$ cat src/rtl/zone_tracker.sv
// zone_tracker: per-frame colour-class hit counts in vertical strips,
// publishing detected flag, winning strip and class total per class.
module zone_tracker #(
  parameter int NUM_CLASSES = 2,
  parameter int NUM_ZONES   = 3,
  parameter int H_ACTIVE    = 640,
  parameter int COUNT_W     = 20,
  parameter int DETECT_MIN  = 2000,
  parameter int ZW          = $clog2(NUM_ZONES),
  parameter int TW          = COUNT_W + $clog2(NUM_ZONES)
) (
  input  logic                      clk,
  input  logic                      rst,
  input  logic                      active_area,
  input  logic                      vsync,
  input  logic [NUM_CLASSES-1:0]    class_hit,
  input  logic                      result_ready,
  output logic                      result_valid,
  output logic [NUM_CLASSES-1:0]    detected,
  output logic [NUM_CLASSES*ZW-1:0] zone_idx,
  output logic [NUM_CLASSES*TW-1:0] class_total,
  output logic                      overrun
);

  localparam int ZONE_W = H_ACTIVE / NUM_ZONES;
  localparam int CW  = ($clog2(ZONE_W) > 0) ? $clog2(ZONE_W) : 1;
  localparam int KW  = (NUM_CLASSES > 1) ? $clog2(NUM_CLASSES) : 1;
  localparam int TW1 = TW + 1;
  localparam logic [CW-1:0] COL_LAST  = CW'(ZONE_W - 1);
  localparam logic [ZW-1:0] ZONE_LAST = ZW'(NUM_ZONES - 1);
  localparam logic [KW-1:0] CLS_LAST  = KW'(NUM_CLASSES - 1);
  localparam logic [TW:0]   DMIN      = TW1'(DETECT_MIN);
  localparam logic [COUNT_W-1:0] CNT_MAX = '1;

  typedef enum logic [1:0] {ACCUM, COMPARE, PUBLISH} state_t;

  state_t state, state_n;
  logic snap, frame_end, last_pair, vsync_q;
  logic [CW-1:0] zone_col;
  logic [ZW-1:0] zone, zn;
  logic [KW-1:0] cls;
  logic [COUNT_W-1:0] sv;
  logic [COUNT_W-1:0] live   [NUM_CLASSES][NUM_ZONES];
  logic [COUNT_W-1:0] live_n [NUM_CLASSES][NUM_ZONES];
  logic [COUNT_W-1:0] shadow [NUM_CLASSES][NUM_ZONES];
  logic [TW-1:0]      run_total [NUM_CLASSES];
  logic [COUNT_W-1:0] run_best  [NUM_CLASSES];
  logic [ZW-1:0]      run_idx   [NUM_CLASSES];

  assign frame_end = vsync_q & ~vsync;
  assign last_pair = (cls == CLS_LAST) && (zn == ZONE_LAST);
  assign sv        = shadow[cls][zn];

  // vsync edge detector and column-to-strip mapping
  always_ff @(posedge clk or posedge rst) begin
    if (rst) begin
      vsync_q  <= 1'b0;
      zone_col <= '0;
      zone     <= '0;
    end else begin
      vsync_q <= vsync;
      if (!active_area) begin
        zone_col <= '0;
        zone     <= '0;
      end else if (zone_col == COL_LAST) begin
        zone_col <= '0;
        if (zone != ZONE_LAST) zone <= zone + 1'b1;
      end else begin
        zone_col <= zone_col + 1'b1;
      end
    end
  end

  // next state; snapshot only when a frame ends while idle
  always_comb begin
    state_n = state;
    snap    = 1'b0;
    unique case (state)
      ACCUM: if (frame_end) begin
        snap    = 1'b1;
        state_n = COMPARE;
      end
      COMPARE: if (last_pair) state_n = PUBLISH;
      PUBLISH: state_n = ACCUM;
      default: state_n = ACCUM;
    endcase
  end

  // state register
  always_ff @(posedge clk or posedge rst) begin
    if (rst) state <= ACCUM;
    else     state <= state_n;
  end

  // next live counts: coincident pixel lands in the fresh frame
  always_comb begin
    for (int c = 0; c < NUM_CLASSES; c++) begin
      for (int z = 0; z < NUM_ZONES; z++) begin
        live_n[c][z] = snap ? '0 : live[c][z];
        if (active_area && class_hit[c] && zone == ZW'(z) &&
            live_n[c][z] != CNT_MAX)
          live_n[c][z] = live_n[c][z] + 1'b1;
      end
    end
  end

  // live and shadow counter banks
  always_ff @(posedge clk or posedge rst) begin
    if (rst) begin
      for (int c = 0; c < NUM_CLASSES; c++)
        for (int z = 0; z < NUM_ZONES; z++) begin
          live[c][z]   <= '0;
          shadow[c][z] <= '0;
        end
    end else begin
      for (int c = 0; c < NUM_CLASSES; c++)
        for (int z = 0; z < NUM_ZONES; z++) begin
          live[c][z] <= live_n[c][z];
          if (snap) shadow[c][z] <= live[c][z];
        end
    end
  end

  // serial scan: one (class, zone) pair per cycle, ties keep lowest zone
  always_ff @(posedge clk or posedge rst) begin
    if (rst) begin
      cls <= '0;
      zn  <= '0;
      for (int c = 0; c < NUM_CLASSES; c++) begin
        run_total[c] <= '0;
        run_best[c]  <= '0;
        run_idx[c]   <= '0;
      end
    end else if (snap) begin
      cls <= '0;
      zn  <= '0;
    end else if (state == COMPARE) begin
      if (zn == ZONE_LAST) begin
        zn  <= '0;
        cls <= cls + 1'b1;
      end else begin
        zn <= zn + 1'b1;
      end
      if (zn == '0) begin
        run_total[cls] <= TW'(sv);
        run_best[cls]  <= sv;
        run_idx[cls]   <= '0;
      end else begin
        run_total[cls] <= run_total[cls] + TW'(sv);
        if (sv > run_best[cls]) begin
          run_best[cls] <= sv;
          run_idx[cls]  <= zn;
        end
      end
    end
  end

  // result registers, handshake and sticky loss flag
  always_ff @(posedge clk or posedge rst) begin
    if (rst) begin
      result_valid <= 1'b0;
      detected     <= '0;
      zone_idx     <= '0;
      class_total  <= '0;
      overrun      <= 1'b0;
    end else begin
      if (state == PUBLISH) begin
        result_valid <= 1'b1;
        for (int c = 0; c < NUM_CLASSES; c++) begin
          class_total[c*TW +: TW] <= run_total[c];
          zone_idx[c*ZW +: ZW]    <= run_idx[c];
          detected[c] <= ({1'b0, run_total[c]} >= DMIN);
        end
      end else if (result_valid && result_ready) begin
        result_valid <= 1'b0;
      end
      if ((frame_end && state != ACCUM) ||
          (state == PUBLISH && result_valid && !result_ready))
        overrun <= 1'b1;
    end
  end

endmodule
$ cat config.mk
export PLATFORM = sky130hd
export DESIGN_NAME = zone_tracker
export DESIGN_NICKNAME = d
export VERILOG_FILES = /design/src/rtl/zone_tracker.sv
export SDC_FILE = /design/constraint.sdc
export NUM_CORES = 1
export LEC_CHECK = 0
export CORE_MARGIN = 3
export CORE_UTILIZATION = 30
export DETAILED_ROUTE_END_ITERATION = 12
export MAX_ROUTING_LAYER = met4
export PLACE_DENSITY = 0.49
export SLEW_MARGIN = 20
export SYNTH_ARGS = -nofsm -noshare
export SYNTH_HDL_FRONTEND = slang
export SYNTH_SLANG_ARGS = --single-unit
export TNS_END_PERCENT = 100
$ cat constraint.sdc
create_clock -name clk -period 18.3 [get_ports clk]
set_input_delay 2.745 -clock clk [delete_from_list [all_inputs] [get_ports clk]]
set_output_delay 2.745 -clock clk [all_outputs]
set_load 0.01 [all_outputs]
==> results by group <==
Route
  – First-pass DRT Iterations: 5
  – Initial drt markers: 983
  – Vias per cell: 4.909
  – Routed Antenna Nets: 0
  – Vias: between 10,000 and 15,000
  – Wire per inst: 16.97 µm
  – DRC viols: 0
  – Final wirelength: 49.08 mm

Worst setup path
  – Crit path max fanout: 72
  – Critical Path RT: roughly 19 ns
  – Crit. Startpoint: vsync
  – Reg2reg start: cls$_DFFE_PP0P_
  – CP Capture Type: register
  – Reg2Reg Depth: 11
  – Crit path launch type: input pin
  – RR Endpoint: run_idx[1]$_DFFE_PP0P_
  – Critical path class: input pin to register
  – WP data arrival: 7.22 ns
  – CP Capture Point: live[112]$_DFF_PP0_
  – R2r setup slk: 13.06 ns

Cells and area
  – Area growth syn-to-layout: 14.53%
  – Most common cell after layout, fill and taps aside: nand2_1
  – Commonest cells after routing, fill and taps aside: nand2_1 (485), dfrtp_1 (395), nor2_1 (123)
  – # nets final: 2,066
  – Non-Filler Instances: between 2,000 and 3,000
  – Share of post-route cells with drive strength above 1: between 10% and 20%
  – Antenna Cells: 0
  – Final Instance Area: between 0.02 and 0.025 mm²
  – Sequential cell area: 0.009913 mm²
  – Fillers: ~6,700
  – Multi-input gate area: 0.009201 mm²

STA
  – Final setup fails: 0
  – FMAX: about 150 MHz
  – Slew Viols, Final: 0
  – Min Tclk post-route: 6.810 ns
  – Setup TNS: 0 ns
  – Tightest Pin Transition: 0.9898 ns
  – Period utilization: 37.21%
  – Clock skew: 0.02089 ns
  – Slew HR: 34.01%
  – RSZ-0062 raised after global routing: no
  – Hold WS: roughly 0.47 ns
  – Final hold vios: 0

Global route
  – First-pass GRT wire length: 80.93 mm
  – Grt ovf: 0
  – Initial antenna violation count: 0
  – Tot GR Track Use: 15.09%
  – Largest net degree at the start of global routing: between 150 and 200
  – Vias in the first global route: ~15,000

Clock tree
  – Worst-Skew Late Latency: 0.57 ns
  – Root buf cell: clkbuf_16
  – Clk sink count: 396
  – Post-CTS Hold Buffers: 0
  – CTS resizes: 0
  – Clock transition at the registers of the reported paths: 0.06 ns
  – Post-CTS setup buffer count: 0
  – CTS buffer count: 44
  – CTS Buffer Depth: 3
  – CTS tree: done
  – H-tree depth: 2

Pwr
  – Pwr Density: 123.1 mW/mm²
  – Max IR drop VDD: between 0.06 and 0.07 mV
  – Leak: between 0.01 and 0.015 µW

Synth
  – Synth Area per Inst: 9.941 µm²
  – Synth area leaders: dfrtp_1 (50%), nand2_1 (9.3%), mux2_2 (6.8%)
  – Sequential share of the synthesized area: 50.37%
  – Synth Register Bits: 396
  – Yosys top cell area share: around half
  – Synth unique cells: 74
  – Ys async rst share: 100.0%
  – Syn Nets: ~2,000
  – Cell count after synthesis: 1,979
  – EDFF count, synth: 0
  – Post-synth top area cell: dfrtp_1
  – Mapped Area: 0.01967 mm²
  – Syn. warnings: 0
  – Ys flop type: dfrtp_1

Place
  – IO Port Bufs: 58
  – Placed standard-cell area: 0.02110 mm²
  – Final weighted congestion in routability-driven placement: 0.8692
  – Dpl hpwl: between 30 and 40 mm
  – Post-Place Cells: around 2,800

Floorplanning
  – # IOs: 59
  – Die Height: 262.1 µm
  – Die area: 0.06868 mm²
  – Core area: around 0.065 mm²
  – Die Wd: 262.1 µm
  – Cell Rows: between 90 and 100
  – Initial Util: 30.41%

Job
  – Max_cap viols: 0

Min path
  – Hold/Removal Path Class: register to register
  – Hold path start: shadow[74]$_DFFE_PP0P_

Outcome
  – Outcome: completed
[sequential cells by signal (all words and copies together), names as in the netlist, 2 cells and up]
signal       flops
detected         2
zone_idx         4
class_total     44
run_total       44
zn               2
run_best        40
live           120
state            2
shadow         120
run_idx          4
zone             2
zone_col         8
[cells in the mapped netlist (32+ instances only)]
| cell | n |
|---|---|
| nand2_1 | 485 |
| xor2_1 | 81 |
| nand4_1 | 48 |
| inv_1 | 42 |
| a21oi_1 | 54 |
| mux2_2 | 119 |
| xnor2_1 | 32 |
| nand3_1 | 63 |
| mux2i_1 | 52 |
| clkbuf_1 | 64 |
| nor2_1 | 123 |
| dfrtp_1 | 396 |
| o21ai_0 | 78 |
| ha_1 | 51 |
[report_power, final]
part	internal, µW	switching, µW	leakage (µW)
clock network	538	354	0.000707
logic	337	469	0.00442
registers	980	95.7	0.00542
[cell type report]
class | instances | area share, %
clock buffers | 66 | 5.703
clock inverters | 10 | 0.6664
inverters | 43 | 0.7497
multi-input cells | 1444 | 40.84
flip-flops and latches | 396 | 44.00
well taps | 855 | 4.748
repair buffers | 78 | 3.299
[layer usage]
layer / GRT usage, % / part of all wire (%) / wire length, µm
met1: 20.43 / 48 / 23720
met2: 23.74 / 46 / 22500
met3: 2.216 / 3.8 / 1858
met4: 3.966 / 2.0 / 1006
met5: - / 0 / 0
[how the worst min path moves through the flow]
| stage | slack (ns) | end | cells past startpoint |
|---|---|---|---|
| after floorplan | 0.44 | shadow[98]$_DFFE_PP0P_ | 2 |
| final | 0.47 | shadow[74]$_DFFE_PP0P_ | 2 |
| after global routing | 0.49 | shadow[101]$_DFFE_PP0P_ | 2 |
| after CTS | 0.47 | shadow[82]$_DFFE_PP0P_ | 2 |
| after global placement | 0.45 | shadow[83]$_DFFE_PP0P_ | 2 |
| after detailed placement | 0.46 | shadow[82]$_DFFE_PP0P_ | 2 |
[critical path, stage by stage]
cell             delay [ns]
clkdlybuf4s50_1        0.57
or4b_4                 0.56
buf_4                  0.71
buf_4                  0.60
and2_1                 0.25
ha_1                   0.19
nand4_1                0.18
nor4b_4                0.41
nor3b_1                0.57
nand3_1                0.17
xor2_1                 0.16
nor2_1                 0.05
[cell families (layout without fill, tap and decap cells)]
group,after synthesis,in the layout,synth area share (%)
simple gates,867,867,20.05
flops,396,396,50.37
compound gates,226,226,7.104
buf+inv,139,197,2.919
fa+ha+maj,52,52,3.345
mux,186,186,11.17
xor+xnor,113,113,5.031
[per-stage QoR]
stage | power (µW) | setup WS (ns) | utilization [%]
6_report | 2774 | 11.49 | 34.83
3_3_place_gp | 1896 | 10.93 | 32.60
4_1_cts | 2822 | 11.48 | 34.83
3_5_place_dp | 1912 | 10.87 | 32.61
5_1_grt | 2952 | 11.10 | 34.83
2_1_floorplan | 1639 | 4.544 | -
(Power assumes the default switching activity.)
